==> src/rtl/miriscv_wb_pkg.sv <==
// Shared widths and result types for the miriscv writeback unit.
package miriscv_wb_pkg;

  localparam int REG_ADDR_W = 5;
  localparam int XLEN       = 32;
  localparam int NUM_REGS   = 32;

  typedef enum logic {
    SRC_ALU = 1'b0,
    SRC_LSU = 1'b1
  } wb_src_e;

  typedef struct packed {
    logic [REG_ADDR_W-1:0] rd;
    logic [XLEN-1:0]       wd;
  } wb_entry_t;

endpackage

==> src/rtl/miriscv_wb_fifo.sv <==
// Count-based FIFO buffering LSU results that lost arbitration on their transfer edge.
module miriscv_wb_fifo #(
  parameter int unsigned DEPTH = 2,
  parameter int unsigned WIDTH = 37
) (
  input  logic             clk_i,
  input  logic             reset,
  input  logic             push,
  input  logic [WIDTH-1:0] push_data,
  input  logic             pop,
  output logic [WIDTH-1:0] pop_data,
  output logic             full,
  output logic             empty
);

  localparam int unsigned PTR_W = (DEPTH > 1) ? $clog2(DEPTH) : 1;
  localparam int unsigned CNT_W = PTR_W + 1;

  logic [WIDTH-1:0] mem_r [DEPTH];
  logic [PTR_W-1:0] wr_ptr_r;
  logic [PTR_W-1:0] rd_ptr_r;
  logic [CNT_W-1:0] count_r;
  logic             do_push_s;
  logic             do_pop_s;

  // A push while full is only legal when the same edge pops.
  assign do_push_s = push && (!full || pop);
  assign do_pop_s  = pop && !empty;
  assign full      = (count_r == CNT_W'(DEPTH));
  assign empty     = (count_r == {CNT_W{1'b0}});
  assign pop_data  = mem_r[rd_ptr_r];

  // Storage array, written at the tail on every accepted push.
  always_ff @(posedge clk_i) begin
    if (do_push_s) begin
      mem_r[wr_ptr_r] <= push_data;
    end
  end

  // Pointer and occupancy tracking; pointers wrap because DEPTH is a power of two.
  always_ff @(posedge clk_i or posedge reset) begin
    if (reset) begin
      wr_ptr_r <= {PTR_W{1'b0}};
      rd_ptr_r <= {PTR_W{1'b0}};
      count_r  <= {CNT_W{1'b0}};
    end else begin
      if (do_push_s) begin
        wr_ptr_r <= wr_ptr_r + PTR_W'(1);
      end
      if (do_pop_s) begin
        rd_ptr_r <= rd_ptr_r + PTR_W'(1);
      end
      case ({do_push_s, do_pop_s})
        2'b10:   count_r <= count_r + CNT_W'(1);
        2'b01:   count_r <= count_r - CNT_W'(1);
        default: count_r <= count_r;
      endcase
    end
  end

endmodule

==> src/rtl/miriscv_wb_unit.sv <==
// Writeback arbiter: ALU results first, then buffered/bypassed LSU results,
// plus a pending-destination scoreboard for load-use stalls.
module miriscv_wb_unit
  import miriscv_wb_pkg::*;
#(
  parameter int unsigned LSU_FIFO_DEPTH = 2
) (
  input  logic                  clk_i,
  input  logic                  reset,
  input  logic                  alu_valid_i,
  input  logic [REG_ADDR_W-1:0] alu_rd_i,
  input  logic [XLEN-1:0]       alu_wd_i,
  input  logic                  lsu_valid_i,
  input  logic [REG_ADDR_W-1:0] lsu_rd_i,
  input  logic [XLEN-1:0]       lsu_wd_i,
  output logic                  lsu_ready_o,
  input  logic                  issue_i,
  input  logic [REG_ADDR_W-1:0] issue_rd_i,
  input  logic [REG_ADDR_W-1:0] rs1_i,
  input  logic [REG_ADDR_W-1:0] rs2_i,
  output logic                  stall_o,
  output logic                  rf_we_o,
  output logic [REG_ADDR_W-1:0] rf_waddr_o,
  output logic [XLEN-1:0]       rf_wd_o,
  output logic                  waw_err_o
);

  localparam int unsigned ENTRY_W = $bits(wb_entry_t);

  logic                  lsu_xfer_s;
  logic                  fifo_push_s;
  logic                  fifo_pop_s;
  logic [ENTRY_W-1:0]    fifo_head_s;
  logic                  fifo_full_s;
  logic                  fifo_empty_s;
  logic                  sel_valid_s;
  wb_src_e               sel_src_s;
  wb_entry_t             sel_entry_s;
  logic                  rf_we_r;
  logic [REG_ADDR_W-1:0] rf_waddr_r;
  logic [XLEN-1:0]       rf_wd_r;
  wb_src_e               rf_src_r;
  logic [NUM_REGS-1:0]   pending_r;
  logic [NUM_REGS-1:0]   pending_nxt_s;
  logic                  waw_err_r;

  assign lsu_ready_o = !fifo_full_s;
  assign lsu_xfer_s  = lsu_valid_i && lsu_ready_o;

  miriscv_wb_fifo #(
    .DEPTH (LSU_FIFO_DEPTH),
    .WIDTH (ENTRY_W)
  ) u_lsu_fifo (
    .clk_i     (clk_i),
    .reset     (reset),
    .push      (fifo_push_s),
    .push_data (ENTRY_W'({lsu_rd_i, lsu_wd_i})),
    .pop       (fifo_pop_s),
    .pop_data  (fifo_head_s),
    .full      (fifo_full_s),
    .empty     (fifo_empty_s)
  );

  // Arbitration; an LSU transfer is buffered unless it can bypass an empty FIFO.
  always_comb begin
    sel_valid_s = 1'b0;
    sel_src_s   = SRC_ALU;
    sel_entry_s = '0;
    fifo_pop_s  = 1'b0;
    fifo_push_s = 1'b0;
    if (alu_valid_i) begin
      sel_valid_s = 1'b1;
      sel_entry_s = '{rd: alu_rd_i, wd: alu_wd_i};
      fifo_push_s = lsu_xfer_s;
    end else if (!fifo_empty_s) begin
      sel_valid_s = 1'b1;
      sel_src_s   = SRC_LSU;
      sel_entry_s = wb_entry_t'(fifo_head_s);
      fifo_pop_s  = 1'b1;
      fifo_push_s = lsu_xfer_s;
    end else if (lsu_xfer_s) begin
      sel_valid_s = 1'b1;
      sel_src_s   = SRC_LSU;
      sel_entry_s = '{rd: lsu_rd_i, wd: lsu_wd_i};
    end else begin
      sel_valid_s = 1'b0;
    end
  end

  // Register-file write port; x0 results are consumed without a write strobe.
  always_ff @(posedge clk_i or posedge reset) begin
    if (reset) begin
      rf_we_r    <= 1'b0;
      rf_waddr_r <= {REG_ADDR_W{1'b0}};
      rf_wd_r    <= {XLEN{1'b0}};
      rf_src_r   <= SRC_ALU;
    end else begin
      rf_we_r <= sel_valid_s && (sel_entry_s.rd != {REG_ADDR_W{1'b0}});
      if (sel_valid_s) begin
        rf_waddr_r <= sel_entry_s.rd;
        rf_wd_r    <= sel_entry_s.wd;
        rf_src_r   <= sel_src_s;
      end
    end
  end

  // Next scoreboard value: load writeback clears, issue sets and wins, x0 never pending.
  always_comb begin
    pending_nxt_s = pending_r;
    if (rf_we_r && (rf_src_r == SRC_LSU)) begin
      pending_nxt_s[rf_waddr_r] = 1'b0;
    end else begin
      pending_nxt_s = pending_r;
    end
    if (issue_i) begin
      pending_nxt_s[issue_rd_i] = 1'b1;
    end else begin
      pending_nxt_s[0] = 1'b0;
    end
    pending_nxt_s[0] = 1'b0;
  end

  // Scoreboard and sticky write-after-write error flag.
  always_ff @(posedge clk_i or posedge reset) begin
    if (reset) begin
      pending_r <= {NUM_REGS{1'b0}};
      waw_err_r <= 1'b0;
    end else begin
      pending_r <= pending_nxt_s;
      if (alu_valid_i && (alu_rd_i != {REG_ADDR_W{1'b0}}) && pending_r[alu_rd_i]) begin
        waw_err_r <= 1'b1;
      end
    end
  end

  assign stall_o    = pending_r[rs1_i] || pending_r[rs2_i];
  assign rf_we_o    = rf_we_r;
  assign rf_waddr_o = rf_waddr_r;
  assign rf_wd_o    = rf_wd_r;
  assign waw_err_o  = waw_err_r;

endmodule

==> config.mk <==
export PLATFORM = sky130hd
export DESIGN_NAME = miriscv_wb_unit
export DESIGN_NICKNAME = d
export VERILOG_FILES = /design/src/rtl/miriscv_wb_pkg.sv /design/src/rtl/miriscv_wb_fifo.sv /design/src/rtl/miriscv_wb_unit.sv
export SDC_FILE = /design/constraint.sdc
export NUM_CORES = 1
export LEC_CHECK = 0
export CORE_ASPECT_RATIO = 0.75
export CORE_UTILIZATION = 49
export CTS_BUF_LIST = sky130_fd_sc_hd__clkbuf_8
export DETAILED_ROUTE_END_ITERATION = 6
export MAX_ROUTING_LAYER = met4
export PLACE_DENSITY = 0.79
export SYNTH_ARGS = -nofsm -noshare
export SYNTH_HDL_FRONTEND = slang
export SYNTH_SLANG_ARGS = --single-unit
==> constraint.sdc <==
create_clock -name clk_i -period 2.7 [get_ports clk_i]
set_input_delay 0.405 -clock clk_i [delete_from_list [all_inputs] [get_ports clk_i]]
set_output_delay 0.405 -clock clk_i [all_outputs]
set_load 0.02 [all_outputs]
==> results.json, run 1 <==
{
  "status": "finished with violations",
  "violations": "negative setup slack",
  "critPathKind": "flip-flop to output pin",
  "die-area_um2": 15200,
  "slew_headroom_pct": 41.4,
  "grt_setup_unrepaired": "yes",
  "setup_viol": 1,
  "yosys_warnings": 0,
  "fmax_mhz": 362,
  "drcViolationCount": 0,
  "num_antenna_cells": 0,
  "antenna_found_initial": 0,
  "final_cell_mix": "clkdlybuf4s50_1, nor2_1, edfxtp_1, dfrtp_1, o21ai_0",
  "finalNetCount": 848,
  "hold_class": "input port to async pin",
  "vias": 5779,
  "clk_pin_slew_ps": 80,
  "end_kind": "output pin",
  "gp_congestion": 0.994,
  "first_global_vias": 5837,
  "slew_violations": 0,
  "synth-seq-cells": 149,
  "grt_max_degree": 43,
  "synth_sequential_area_ratio_pct": 56.9,
  "async_reset_ff_share_pct": 50.3,
  "powerDensity_nw_per_um2": 973,
  "place_ws_ps": -577,
  "vias_per_cell": 6.01,
  "drive_above_1_share_pct": 14.5,
  "synthTopCellsByArea": "edfxtp_1, dfrtp_1, mux2i_1, mux4_2, o21ai_0",
  "tns_ps": -63.6,
  "r2r_start": "u_lsu_fifo.count_r[0]$_DFFE_PP0P_",
  "drt_iter0_markers": 572,
  "die_w_um": 142,
  "gr-usage-met2_pct": 40.6,
  "fin_worst_skew_ps": 11.7,
  "grt_pass1_wl_mm": 31.3,
  "ff2ff_setup_slack_ps": 520,
  "stdcell_area_um2": 9400,
  "core_um2": 14000,
  "die_h_um": 107,
  "avgRoutedWirePerCell_um": 20.7,
  "clock_latency_ps": 450,
  "synth.top_cell.area_share_pct": 30.9,
  "maxCapViolCount": 0,
  "syn_area_per_cell_um2": 11.9,
  "placement.io_buffers": 134,
  "antenna_left": 0,
  "final_common_cell": "clkdlybuf4s50_1",
  "synth_top_cell_by_area": "edfxtp_1",
  "h-tree-depth": 4,
  "dr.pass1.iters": 6,
  "synth_flop_cell": "dfrtp_1",
  "globalRouteMet1Util_pct": 39.2,
  "fin_ws_ps": -63.6,
  "root_buffer": "clkbuf_8",
  "period_share_pct": 102,
  "crit_arrival_ps": 2360,
  "synth_fp_nets": 698,
  "hold_viol_final": 0,
  "ios": 135,
  "dpl_cell_area_um2": 8950,
  "layout_min_cycle_time_ps": 2760,
  "required_ps": 2300,
  "finalWirelength_mm": 19.9,
  "cts_tree": "built",
  "post-dp-hpwl_mm": 14.1,
  "clk_path_buf_depth": 2,
  "irDropWorstVdd_v": 0.000495,
  "cts_sinks": 149,
  "track_usage_pct": 28.4,
  "grt_overflow": 0,
  "critPathMaxFanout": 4,
  "use_met3_pct": 9.02,
  "synthCells": 603,
  "syn-cell-area_um2": 7200,
  "tightest_slew_ps": 870,
  "synthDistinctLibCells": 47,
  "startpoint_type": "flip-flop",
  "top_usage_layer": "met2",
  "r2r-end": "u_lsu_fifo.count_r[1]$_DFFE_PP0P_",
  "initial_core_util_pct": 51.3,
  "hold_buffers": 0,
  "synth_edf_count": 74,
  "power.leakage_nw": 3.53,
  "fp-row-count": 37,
  "cts_made_buffers": 17,
  "rr_worst_depth": 5,
  "areaGrowthSynthToFinish_pct": 30.5
}
==> cell families (layout without fill, tap and decap cells) <==
group | count (synthesis) | count (layout) | synth area share, %
AO/OA/AOI/OAI | 147 | 147 | 11.5
multiplexers | 81 | 81 | 14.7
buffers and inverters | 52 | 215 | 3.09
XOR/XNOR | 5 | 5 | 0.608
AND/OR/NAND/NOR | 168 | 168 | 13.0
flip-flops | 149 | 149 | 56.9
adder cells (fa/ha/maj) | 1 | 1 | 0.174
==> through the flow <==
stage | utilization (%) | hold WS (ps) | power [mW] | cells
3_3_place_gp | 63.8 | 510 | 7.07 | 928
2_1_floorplan | - | 468 | 5.63 | 603
6_report | 67.0 | 318 | 9.15 | 961
5_1_grt | 67.0 | 342 | 9.60 | 961
4_1_cts | 66.9 | 311 | 9.09 | 960
3_5_place_dp | 63.8 | 524 | 7.20 | 928
==> registers in the layout, indices dropped and copies added, names as in the netlist <==
register,cells
rf_we_o,1
rf_src_r,1
u_lsu_fifo.count_r,2
u_lsu_fifo.rd_ptr_r,1
u_lsu_fifo.mem_r,74
waw_err_o,1
rf_waddr_o,5
u_lsu_fifo.wr_ptr_r,1
rf_wd_o,32
pending_r,31
==> Yosys cell counts (all sizes together), types with 5 or more instances <==
cell type / n
a21oi: 34
o21ai: 66
nor2: 77
mux2i: 54
nor4b: 29
clkbuf: 22
o22ai: 30
or3: 5
mux2: 8
edfxtp: 74
mux4: 19
nand2: 17
inv: 6
dfrtp: 75
buf: 23
or3b: 5
nand3b: 9
==> report_power, final <==
part / switching, mW / leakage, nW / internal, mW / total (mW)
Sequential: 0.688 / 1.51 / 3.11 / 3.79
Combinational: 1.79 / 1.80 / 1.68 / 3.48
Clock: 0.803 / 0.219 / 1.07 / 1.88
Total: 3.28 / 3.53 / 5.86 / 9.15
==> worst max-delay path, cell delays in order, from the launching register on <==
cell	delay [ps]
dfrtp_1	450
mux4_2	500
a32oi_1	200
o41ai_2	110
or4b_4	490
buf_6	150
==> routing by layer <==
| layer | vias up | part of all wire, % |
|---|---|---|
| li1 | 2582 | - |
| met1 | 2878 | 44 |
| met2 | 305 | 45 |
| met3 | 14 | 10 |
| met4 | 0 | 0.87 |
| met5 | - | 0 |
==> area by class of cell <==
type	count	area, um^2
clock inverter	15	194
tap	195	244
multi-input combinational	402	2910
sequential	149	4100
timing repair buffer	176	1680
clock buffer	17	234
inverter	7	26.3
fill	1061	4630
==> repair_timing <==
action | in CTS | in global routing
pin swaps | 2 | 0
resized for setup | 14 | 3
setup endpoints to repair | 1 | 1
buffers inserted | 0 | 1
==> how the worst max path moves through the flow <==
stage,start,slack [ps],end,cells past startpoint
floorplan,lsu_valid_i,-500,u_lsu_fifo.mem_r[0][0]$_DFFE_PP_,4
global placement,rs1_i[0],-560,stall_o,6
detailed placement,rs1_i[0],-580,stall_o,6
CTS,pending_r[18]$_DFF_PP0_,-90,stall_o,5
global route,pending_r[14]$_DFF_PP0_,-160,stall_o,5
finish,pending_r[27]$_DFF_PP0_,-60,stall_o,5
(Power assumes the default switching activity.)
==> run 2, diff against run 1 <==
- CTS_CLUSTER_DIAMETER: not set -> 50
- GPL_TIMING_DRIVEN: not set -> 0
==> run 2 against run 1 <==
- via count grew 0.42%
- critical path type unchanged
- design area shrank 1.6%
- largest power group unchanged
- the flow still finishes with violations (negative setup slack)
- non-clock buffer count decreased by 1
- final cell count is the same
- highest routed layer unchanged
==> results.json, run 2 (same netlist as run 1, synthesis figures left out) <==
{
  "status": "finished with violations",
  "violations": "negative setup slack",
  "slew_violations": 0,
  "powerDensity_nw_per_um2": 971,
  "stdcell_area_um2": 9240,
  "power.leakage_nw": 3.42,
  "hold_viol_final": 0,
  "core_um2": 14000,
  "dr.pass1.iters": 5,
  "clock_latency_ps": 460,
  "placement.io_buffers": 125,
  "h-tree-depth": 4,
  "layout_min_cycle_time_ps": 2810,
  "drive_above_1_share_pct": 11.5,
  "largest_register_ffs": 74,
  "track_usage_pct": 28.1,
  "required_ps": 2300,
  "antenna_left": 0,
  "max_flop_register": "u_lsu_fifo.mem_r",
  "areaGrowthSynthToFinish_pct": 28.4,
  "fmax_mhz": 356,
  "fin_ws_ps": -108,
  "ios": 135,
  "final_common_cell": "clkdlybuf4s50_1",
  "root_buffer": "clkbuf_8",
  "period_share_pct": 104,
  "finalWirelength_mm": 19.8,
  "drcViolationCount": 0,
  "fp-row-count": 37,
  "startpoint_type": "flip-flop",
  "hold_buffers": 0,
  "finalNetCount": 847,
  "initial_core_util_pct": 51.3,
  "cts_sinks": 149,
  "drt_iter0_markers": 613,
  "maxCapViolCount": 0,
  "clk_pin_slew_ps": 80,
  "die-area_um2": 15200,
  "slew_headroom_pct": 57.6,
  "fin_worst_skew_ps": 6.67,
  "cts_tree": "built",
  "finalNonFillerCells": 961,
  "die_w_um": 142,
  "ff2ff_setup_slack_ps": 490,
  "dp_cells": 926,
  "hold_class": "input port to async pin",
  "irDropWorstVdd_v": 0.000432,
  "tightest_slew_ps": 636,
  "die_h_um": 107,
  "critPathKind": "flip-flop to output pin",
  "first_global_vias": 5761,
  "tns_ps": -108,
  "final_cell_mix": "clkdlybuf4s50_1, nor2_1, dfrtp_1, edfxtp_1, o21ai_0",
  "clk_path_buf_depth": 2,
  "vias_per_cell": 6.04,
  "post-dp-hpwl_mm": 13.8,
  "grt_pass1_wl_mm": 31.0,
  "end_kind": "output pin",
  "crit_arrival_ps": 2400,
  "whs_ps": 290,
  "avgRoutedWirePerCell_um": 20.6,
  "dpl_cell_area_um2": 8780,
  "setup_viol": 1,
  "grt_setup_unrepaired": "yes",
  "cts_made_buffers": 17,
  "grt_overflow": 0,
  "vias": 5803,
  "antenna_found_initial": 1,
  "gp_congestion": 0.936,
  "critPathMaxFanout": 3,
  "grt_max_degree": 52
}
[run 2: worst paths after layout]
kind	depth (start not counted)	start	endpoint
min reg2reg	2	rf_wd_o[17]$_DFFE_PP0P_	rf_wd_o[17]$_DFFE_PP0P_
max reg2reg	8	u_lsu_fifo.count_r[0]$_DFFE_PP0P_	rf_wd_o[8]$_DFFE_PP0P_
max	5	pending_r[26]$_DFF_PP0_	stall_o
min	2	reset	rf_wd_o[2]$_DFFE_PP0P_
min in group clk_i	3	alu_valid_i	rf_waddr_o[1]$_DFFE_PP0P_
max in group asynchronous	3	reset	pending_r[16]$_DFF_PP0_
[run 2: stage by stage]
step / total power [mW] / util [%] / setup WS (ps)
CTS: 8.93 / 65.8 / -82.2
floorplan: 5.63 / - / -495
detailed placement: 6.99 / 62.6 / -652
finish: 8.97 / 65.9 / -108
global placement: 6.78 / 62.0 / -2390
global route: 9.43 / 65.9 / -181
[run 2: report_power, final]
part | switching (mW) | internal (mW) | leakage, nW | total (mW)
combinational | 1.88 | 1.54 | 1.68 | 3.42
sequential | 0.552 | 3.10 | 1.52 | 3.66
clock | 0.799 | 1.10 | 0.225 | 1.90
total | 3.23 | 5.74 | 3.42 | 8.97
[run 2: layout make-up]
class / instances / area (um^2)
Timing Repair Buffer: 130 / 1330
Multi-Input combinational cell: 402 / 2900
Buffer: 45 / 199
Fill cell: 1030 / 4780
Inverter: 7 / 28.8
Clock buffer: 18 / 248
Antenna cell: 1 / 2.50
Clock inverter: 14 / 190
Tap cell: 195 / 244
Sequential cell: 149 / 4100
[run 2: timing repair]
| action | CTS | global route |
|---|---|---|
| pin swaps | 2 | 1 |
| buffers inserted | 2 | 0 |
| setup endpoints to repair | 58 | 32 |
| resized for setup | 5 | 4 |
[run 2: critical path: stages (launching register included)]
cell and delay (ps):
dfrtp_1 440, mux4_2 500, a32oi_2 220, o41ai_1 100, or4b_1 510, buf_2 180
[run 2: routing by layer]
layer,GRT usage (%),share of wire [%]
met1,38.3,43
met4,8.06,1.5
met3,8.53,9.2
met2,40.6,46
met5,-,0
==> run 3, diff against run 2 <==
- GPL_ROUTABILITY_DRIVEN: not set -> 1
==> results of run 3 <==
Final layout, timing and power as in run 2 (identical DEF).
